<file path="src/rtl/io_poll_master.sv">
// rtl/io_poll_master.sv - io_bus initiator running the switch-to-display driver loop in hardware
// Moore FSM: bus outputs decode from the registered state so async reset silences the bus at once.
module io_poll_master #(
    parameter int DATA_WIDTH  = 32,
    parameter int RDY_TIMEOUT = 1000000
) (
    input  logic                  clk,
    input  logic                  rstn,
    input  logic                  en,
    input  logic [1:0]            mode,
    input  logic                  clr,
    output logic [7:0]            io_addr,
    output logic [DATA_WIDTH-1:0] io_dout,
    input  logic [DATA_WIDTH-1:0] io_din,
    output logic                  io_we,
    output logic                  io_rd,
    output logic                  busy,
    output logic                  err,
    output logic [DATA_WIDTH-1:0] acc,
    output logic [15:0]           count
);

    localparam logic [7:0] ADDR_LED  = 8'h00;
    localparam logic [7:0] ADDR_RDY  = 8'h08;
    localparam logic [7:0] ADDR_SEG  = 8'h0C;
    localparam logic [7:0] ADDR_VLD  = 8'h10;
    localparam logic [7:0] ADDR_DATA = 8'h14;
    localparam logic [7:0] ADDR_CNT  = 8'h18;

    localparam int TW = (RDY_TIMEOUT > 1) ? $clog2(RDY_TIMEOUT) : 1;
    localparam logic [TW-1:0] TIMER_LAST = TW'(RDY_TIMEOUT - 1);

    typedef enum logic [2:0] {
        IDLE,
        POLL_VLD,
        RD_DATA,
        CALC,
        POLL_RDY,
        WR_SEG,
        WR_LED,
        WR_CNT
    } state_t;

    state_t                state, state_next;
    logic [DATA_WIDTH-1:0] data_q;
    logic [DATA_WIDTH-1:0] acc_calc;
    logic [TW-1:0]         timer;
    logic                  rdy_timeout;

    assign rdy_timeout = (state == POLL_RDY) && !io_din[0] && (timer == TIMER_LAST);

    always_comb begin
        acc_calc = acc;
        case (mode)
            2'b00:   acc_calc = acc + data_q;
            2'b01:   acc_calc = data_q;
            2'b10:   acc_calc = (data_q > acc) ? data_q : acc;
            default: acc_calc = acc ^ data_q;
        endcase
    end

    always_ff @(posedge clk or negedge rstn) begin
        if (!rstn) begin
            state  <= IDLE;
            data_q <= '0;
            acc    <= '0;
            count  <= '0;
            err    <= 1'b0;
            timer  <= '0;
        end else begin
            state <= state_next;
            if (state == RD_DATA) begin
                data_q <= io_din;
            end
            if (state == CALC) begin
                timer <= '0;
            end else if (state == POLL_RDY && !io_din[0] && !rdy_timeout) begin
                timer <= timer + 1'b1;
            end
            if (rdy_timeout) begin
                err <= 1'b1;
            end
            // clr takes priority over the CALC and WR_LED updates
            if (clr) begin
                acc   <= '0;
                count <= '0;
            end else begin
                if (state == CALC) begin
                    acc <= acc_calc;
                end
                if (state == WR_LED) begin
                    count <= count + 16'd1;
                end
            end
        end
    end

    always_comb begin
        state_next = state;
        io_addr    = ADDR_LED;
        io_dout    = '0;
        io_we      = 1'b0;
        io_rd      = 1'b0;
        case (state)
            IDLE: begin
                if (en) state_next = POLL_VLD;
            end
            POLL_VLD: begin
                // Polling must not raise io_rd: that would consume swx_vld.
                io_addr = ADDR_VLD;
                if (io_din[0])   state_next = RD_DATA;
                else if (!en)    state_next = IDLE;
            end
            RD_DATA: begin
                io_addr    = ADDR_DATA;
                io_rd      = 1'b1;
                state_next = CALC;
            end
            CALC: begin
                state_next = POLL_RDY;
            end
            POLL_RDY: begin
                io_addr = ADDR_RDY;
                if (io_din[0])        state_next = WR_SEG;
                else if (rdy_timeout) state_next = WR_LED;
            end
            WR_SEG: begin
                io_addr    = ADDR_SEG;
                io_we      = 1'b1;
                io_dout    = acc;
                state_next = WR_LED;
            end
            WR_LED: begin
                io_addr    = ADDR_LED;
                io_we      = 1'b1;
                io_dout    = DATA_WIDTH'(acc[15:0]);
                state_next = WR_CNT;
            end
            WR_CNT: begin
                io_addr    = ADDR_CNT;
                io_we      = 1'b1;
                io_dout    = DATA_WIDTH'(count);
                state_next = en ? POLL_VLD : IDLE;
            end
            default: begin
                state_next = IDLE;
            end
        endcase
    end

    assign busy = (state != IDLE);

endmodule
</file>
<file path="config.mk">
export PLATFORM = sky130hd
export DESIGN_NAME = io_poll_master
export DESIGN_NICKNAME = d
export VERILOG_FILES = /design/src/rtl/io_poll_master.sv
export SDC_FILE = /design/constraint.sdc
export NUM_CORES = 1
export LEC_CHECK = 0
export CAP_MARGIN = 40
export CELL_PAD_IN_SITES_DETAIL_PLACEMENT = 1
export CELL_PAD_IN_SITES_GLOBAL_PLACEMENT = 1
export CORE_MARGIN = 4
export CORE_UTILIZATION = 37
export DETAILED_ROUTE_END_ITERATION = 10
export GPL_ROUTABILITY_DRIVEN = 0
export PLACE_DENSITY = 0.84
export SETUP_SLACK_MARGIN = 0.3
export SLEW_MARGIN = 15
export SYNTH_ARGS = -nofsm -noshare
export SYNTH_HDL_FRONTEND = slang
export SYNTH_SLANG_ARGS = --single-unit
</file>
<file path="constraint.sdc">
create_clock -name clk -period 2.7 [get_ports clk]
set_clock_uncertainty 0.15 [all_clocks]
set_input_delay 0.675 -clock clk [delete_from_list [all_inputs] [get_ports clk]]
set_output_delay 0.675 -clock clk [all_outputs]
set_load 0.01 [all_outputs]
</file>
==> results of run 1 <==
## final timing paths
| path | startpoint | endpoint | slack [ps] | cells past startpoint |
|---|---|---|---|---|
| max in group asynchronous | rstn | state[2]$_DFFE_PN0P_ | 1670 | 2 |
| max | acc[30]$_DFFE_PN0P_ | acc[4]$_DFFE_PN0P_ | -800 | 10 |
| min in group clk | err$_DFFE_PN0P_ | err$_DFFE_PN0P_ | 330 | 1 |
| min | rstn | count[9]$_DFFE_PN0P_ | 90 | 1 |
| max reg2reg | acc[30]$_DFFE_PN0P_ | acc[4]$_DFFE_PN0P_ | -800 | 10 |
| min reg2reg | err$_DFFE_PN0P_ | err$_DFFE_PN0P_ | 330 | 1 |
## per-stage QoR
| stage | instances | cell area [um^2] |
|---|---|---|
| 2_1_floorplan | 940 | 8240 |
| 3_3_place_gp | 1473 | 11100 |
| 3_5_place_dp | 1473 | 11100 |
| 4_1_cts | 1548 | 12500 |
| 5_1_grt | 1589 | 13500 |
| 6_report | 1589 | 13500 |
## final cells by class
class,count,share of cell area (%)
multi-input combinational,708,45.1
timing repair buffer,414,28.7
sequential,104,19.3
tap,275,2.55
inverter,72,2.05
clock buffer,9,1.67
clock inverter,6,0.574
timing repair inverter,1,0.0555
## flip-flops by register name, summed over array words and instances, names as in the netlist
signal  count
acc        32
data_q     32
timer      20
count      16
state       3
err         1
## Yosys cell counts, drive strengths merged (7+ instances only)
cell type and n:
a211oi 14, a21o 7, a21oi 71, a22oi 19, and2 19, and3 10
buf 24, clkbuf 32, dfrtp 104, ha 68, inv 72, mux2 30
mux2i 10, nand2 48, nand2b 7, nand3 16, nand4 17, nor2 119
nor2b 7, nor3 46, o21a 9, o21ai 33, o21bai 13, o22ai 14
o31ai 7, or3 10, xnor2 10, xor2 20
## power by group
part	switching, mW	internal, mW	total [mW]
logic	6.99	5.63	12.6
clock network	0.785	0.735	1.52
registers	0.573	2.01	2.58
## cell families (layout without fill, tap and decap cells)
group	count (synthesis)	after routing
simple gates	321	321
compound gates	243	243
buf+inv	128	502
flops	104	104
fa+ha+maj	69	69
mux	40	40
xor+xnor	30	30
other cells	1	5
## repair_timing
item                                    in CTS  in global routing
cloned                                       7                  1
endpoints found under the setup margin      80                 93
pin swaps                                   83                 88
gates resized for setup                    334                157
setup buffers                               53                 39
## per-layer routing
layer	global-route usage, %	part of all wire (%)	up-vias
met5	0	0.014	-
met4	23.6	10	2
met3	8.07	9.9	462
met2	59.4	47	975
met1	38.0	33	5139
li1	-	-	4089
==> flow_metrics.py, run 1 <==
metrics = {
    "critical_path": {
        "arrival_ps": 3620,
        "worstSetupPathType": "reg -> reg",
        "startpoint_type": "flop",
        "crit_buf_inv": 3,
        "cp_common_cell": "buf_4",
        "crit_path_end_kind": "flop",
        "cp_max_fo": 14,
        "cp_slowest_cell": "ha_1",
        "path_cells": "inv_1 > ha_1 > nand3_1 > nor4_2 > buf_4 > nand4_1 > nand2_1 > buf_4 > nor3_2 > nor3_1",
        "worst_path_largest_cell_delay_ps": 490,
        "cp_data_required_time_ps": 2830,
        "critPathTopFamily": "simple AND/OR/NAND/NOR gates",
    },
    "floorplan": {
        "fp.dieW_um": 156,
        "rows": 53,
        "pin_count": 130,
        "die_area_um2": 24300,
        "die_h_um": 156,
        "start_util_pct": 38.0,
        "fp.coreArea_um2": 21300,
    },
    "synth": {
        "yosys_warnings": 0,
        "synthMuxAreaShare_pct": 5.42,
        "postSynth.asyncResetShare_pct": 100,
        "netlist_instances": 936,
        "synth_fa_ha_area_share_pct": 10.8,
        "ys.flop_type": "dfrtp_1",
        "synth-simple-area-share_pct": 19.9,
        "synth_top_family_by_area": "compound AO/OA/AOI/OAI gates",
        "synth_compound_area_share_pct": 21.8,
        "synth_area_leaders": "dfrtp_1 32%, ha_1 11%, nor2_1 5.5%",
        "syn_area_per_cell_um2": 8.64,
        "yosysSeqAreaShare_pct": 32.2,
        "netlist_area_um2": 8080,
        "synth_cell_types": 91,
        "synth_top_area_share_pct": 32.2,
        "synth_xor_area_share_pct": 3.25,
        "ys_ff_latch": 104,
        "synth_edf_count": 0,
        "synth_top_cell_by_area": "dfrtp_1",
    },
    "cells_and_area": {
        "nFillCells": 2288,
        "utilization_pct": 63.5,
        "drive_above_1_share_pct": 46.0,
        "mostFrequentLayoutCells": "204 x buf_4, 100 x dfrtp_1, 90 x nor2_1",
        "final_common_cell": "buf_4",
        "antennaDiodeCount": 0,
        "area_growth_pct": 67.2,
        "multi_input_area_um2": 6100,
        "nets": 1417,
        "regArea_um2": 2610,
    },
    "sta": {
        "maxSlewViolCount": 0,
        "setup_viol": 49,
        "rsz0062_at_grt": "yes",
        "hold_viol_final": 0,
        "setup_tns_ps": -21480,
        "holdWs_ps": 91.6,
        "fmaxAchievable_ghz": 0.286,
        "worstMarginPinSlew_ps": 835,
        "period_share_pct": 129,
        "timing.final.ws_setup_ps": -796,
        "fin_crit_ps": 3500,
        "relSlewSlack_pct": 44.3,
    },
    "global_routing": {
        "antenna_found_initial": 1,
        "grt_max_degree": 50,
        "grt_pass1_wl_mm": 65.3,
        "gr-total-overflow": 0,
        "grt_pass1_vias": 10884,
        "grt_usage_pct": 34.7,
    },
    "clock_network": {
        "cts_num_sinks": 104,
        "cts_tree": "done",
        "cts_buffers": 9,
        "holdBufCountCts": 0,
        "insertion_delay_ps": 410,
        "cts_max_path_buffers": 2,
        "root_buffer": "clkbuf_16",
        "clk_pin_slew_ps": 90,
        "htreeDepth": 3,
    },
    "power": {
        "fin_total_pwr_mw": 16.7,
        "power.leakage_nw": 5.96,
        "power_density_nw_per_um2": 1240,
        "peakVddDrop_uv": 650,
    },
    "run": {
        "max_cap_violations": 0,
    },
    "detailed_routing": {
        "via_per_inst": 6.71,
        "vias": 10667,
        "drc": 0,
        "first_pass_iters": 6,
        "wl_per_cell_um": 32.4,
        "drt_iter0_drc": 1048,
        "drtAntennaViolNets": 0,
        "wl_mm": 51.4,
    },
    "run_status": {
        "status": "complete, but fails checks",
        "violations": "setup timing",
    },
    "min_path": {
        "worst_hold_path_type": "in -> async",
    },
    "place": {
        "place_hpwl_mm": 22.7,
        "place_ws_ps": -357,
        "portBuffers": 124,
    },
}
No activity file was read; power rests on OpenSTA's default activity.
==> run 2: changes to the inputs <==
TNS_END_PERCENT = 50   (was default)
==> run 2 against run 1 <==
Compared with the run above: the flow still finishes with violations (setup timing); via count up 0.68%; sequential share of layout area about the same; combinational power up 5%; non-clock buffer count down 2.
==> flow_metrics.py, run 2 (same netlist as run 1, synthesis figures left out) <==
metrics = {
    "global_routing": {
        "grt_usage_pct": 35.3,
        "grt_pass1_vias": 10929,
        "grt_pass1_wl_mm": 66.2,
        "antenna_found_initial": 1,
        "grt_max_degree": 50,
        "gr-total-overflow": 0,
    },
    "sta": {
        "holdWs_ps": 64.6,
        "period_share_pct": 137,
        "setup_viol": 40,
        "relSlewSlack_pct": 45.9,
        "fmaxAchievable_ghz": 0.271,
        "rsz0062_at_grt": "yes",
        "timing.final.ws_setup_ps": -992,
        "worstMarginPinSlew_ps": 811,
        "fin_crit_ps": 3690,
        "hold_viol_final": 0,
        "maxSlewViolCount": 0,
    },
    "critical_path": {
        "critPathTopFamily": "compound AO/OA/AOI/OAI gates",
        "startpoint_type": "flop",
        "arrival_ps": 3780,
        "crit_buf_inv": 2,
        "cp_max_fo": 5,
        "worstSetupPathType": "reg -> reg",
        "cp_data_required_time_ps": 2790,
        "cp_slowest_cell": "mux2i_2",
        "crit_path_end_kind": "flop",
        "worst_path_largest_cell_delay_ps": 530,
        "path_cells": "inv_1 > ha_2 > nand2b_1 > a21oi_1 > o21a_1 > nor4_2 > o21ai_2 > and2_4 > buf_6 > a21oi_4 > mux2i_2 > a311oi_1",
    },
    "detailed_routing": {
        "wl_mm": 53.5,
        "first_pass_iters": 6,
        "vias": 10740,
        "drtAntennaViolNets": 0,
        "wl_per_cell_um": 33.7,
        "drc": 0,
        "drt_iter0_drc": 1168,
        "via_per_inst": 6.77,
    },
    "clock_network": {
        "insertion_delay_ps": 410,
        "cts_num_sinks": 104,
        "cts_buffers": 9,
        "cts_max_path_buffers": 2,
        "holdBufCountCts": 0,
        "htreeDepth": 3,
        "clk_pin_slew_ps": 90,
        "root_buffer": "clkbuf_16",
        "cts_tree": "done",
    },
    "floorplan": {
        "die_h_um": 156,
        "die_area_um2": 24300,
        "start_util_pct": 38.0,
        "fp.coreArea_um2": 21300,
        "fp.dieW_um": 156,
        "pin_count": 130,
        "rows": 53,
    },
    "cells_and_area": {
        "antennaDiodeCount": 0,
        "design_area_um2": 13600,
        "nFillCells": 2297,
        "final_common_cell": "buf_4",
        "reg_top3": "acc (32), data_q (32), timer (20)",
        "nets": 1415,
        "area_growth_pct": 67.9,
        "mostFrequentLayoutCells": "223 x buf_4, 96 x dfrtp_1, 89 x nor2_1",
        "drive_above_1_share_pct": 48.3,
        "final_cells": 1586,
    },
    "run_status": {
        "status": "complete, but fails checks",
        "violations": "setup timing",
    },
    "power": {
        "fin_total_pwr_mw": 17.3,
        "power_density_nw_per_um2": 1270,
        "power.leakage_nw": 6.00,
        "peakVddDrop_uv": 530,
    },
    "min_path": {
        "worst_hold_path_type": "in -> async",
    },
    "place": {
        "dpl_cell_area_um2": 11000,
        "place_ws_ps": -275,
        "dp_cells": 1474,
        "portBuffers": 124,
        "place_hpwl_mm": 21.7,
    },
    "run": {
        "max_cap_violations": 0,
    },
}
[run 2: cell type report]
cell class / count / area (um^2) / area share, %
clock buffer: 10 / 239 / 1.76
clock inverter: 4 / 55.1 / 0.406
inverter: 72 / 279 / 2.06
multi-input combinational: 708 / 6300 / 46.4
sequential: 104 / 2610 / 19.3
tap: 275 / 344 / 2.54
timing repair buffer: 412 / 3730 / 27.5
timing repair inverter: 1 / 7.51 / 0.0553
[run 2: per-layer routing]
metal | up-vias | routed length (um) | share of wire [%] | track usage [%]
met1 | 5242 | 18300 | 34 | 39.7
met5 | - | 9 | 0.017 | 0
met4 | 2 | 5400 | 10 | 22.2
met3 | 446 | 5830 | 11 | 8.43
met2 | 986 | 24000 | 45 | 60.2
li1 | 4064 | - | - | -
[run 2: worst reg2reg max path, delay by kind of cell, from the launching register on]
family | cells | cell delay, ps
DFF | 1 | 490
and+or+nand+nor | 3 | 610
muxes | 1 | 530
adders and majority gates | 1 | 450
buffers and inverters | 2 | 240
AOI/OAI and AO/OA | 5 | 1070
[run 2: timing repair]
| action | in CTS | in global routing |
|---|---|---|
| endpoints found under the setup margin | 86 | 95 |
| setup buffers | 51 | 41 |
| gates resized for setup | 338 | 170 |
| cloned | 6 | 0 |
| pin swaps | 82 | 85 |
[run 2: final timing paths]
kind / startpoint / end / slack (ps) / depth (start not counted)
hold / removal: rstn / data_q[26]$_DFFE_PN0P_ / 60 / 1
min in group clk: err$_DFFE_PN0P_ / err$_DFFE_PN0P_ / 330 / 1
max in group asynchronous: rstn / acc[16]$_DFFE_PN0P_ / 1630 / 2
hold reg to reg: err$_DFFE_PN0P_ / err$_DFFE_PN0P_ / 330 / 1
setup reg to reg: acc[15]$_DFFE_PN0P_ / acc[30]$_DFFE_PN0P_ / -990 / 12
setup / recovery: acc[15]$_DFFE_PN0P_ / acc[30]$_DFFE_PN0P_ / -990 / 12
[run 2: stage by stage]
step | utilization, % | TNS, ps
CTS | 58.9 | -3980
global placement | 51.7 | -3450
floorplan | - | -561
global route | 63.8 | -25550
detailed placement | 51.7 | -7510
finish | 63.8 | -24900
[run 2: power breakdown]
group | switching, mW | total, mW | internal [mW]
registers | 0.567 | 2.58 | 2.01
logic | 7.34 | 13.2 | 5.87
clock network | 0.734 | 1.48 | 0.741
total | 8.64 | 17.3 | 8.62
==> run 3: changes to the inputs <==
CAP_MARGIN = default   (was 40)
SLEW_MARGIN = 20   (was 15)
==> results of run 3 <==
Final layout, timing and power as in run 2 (identical DEF).
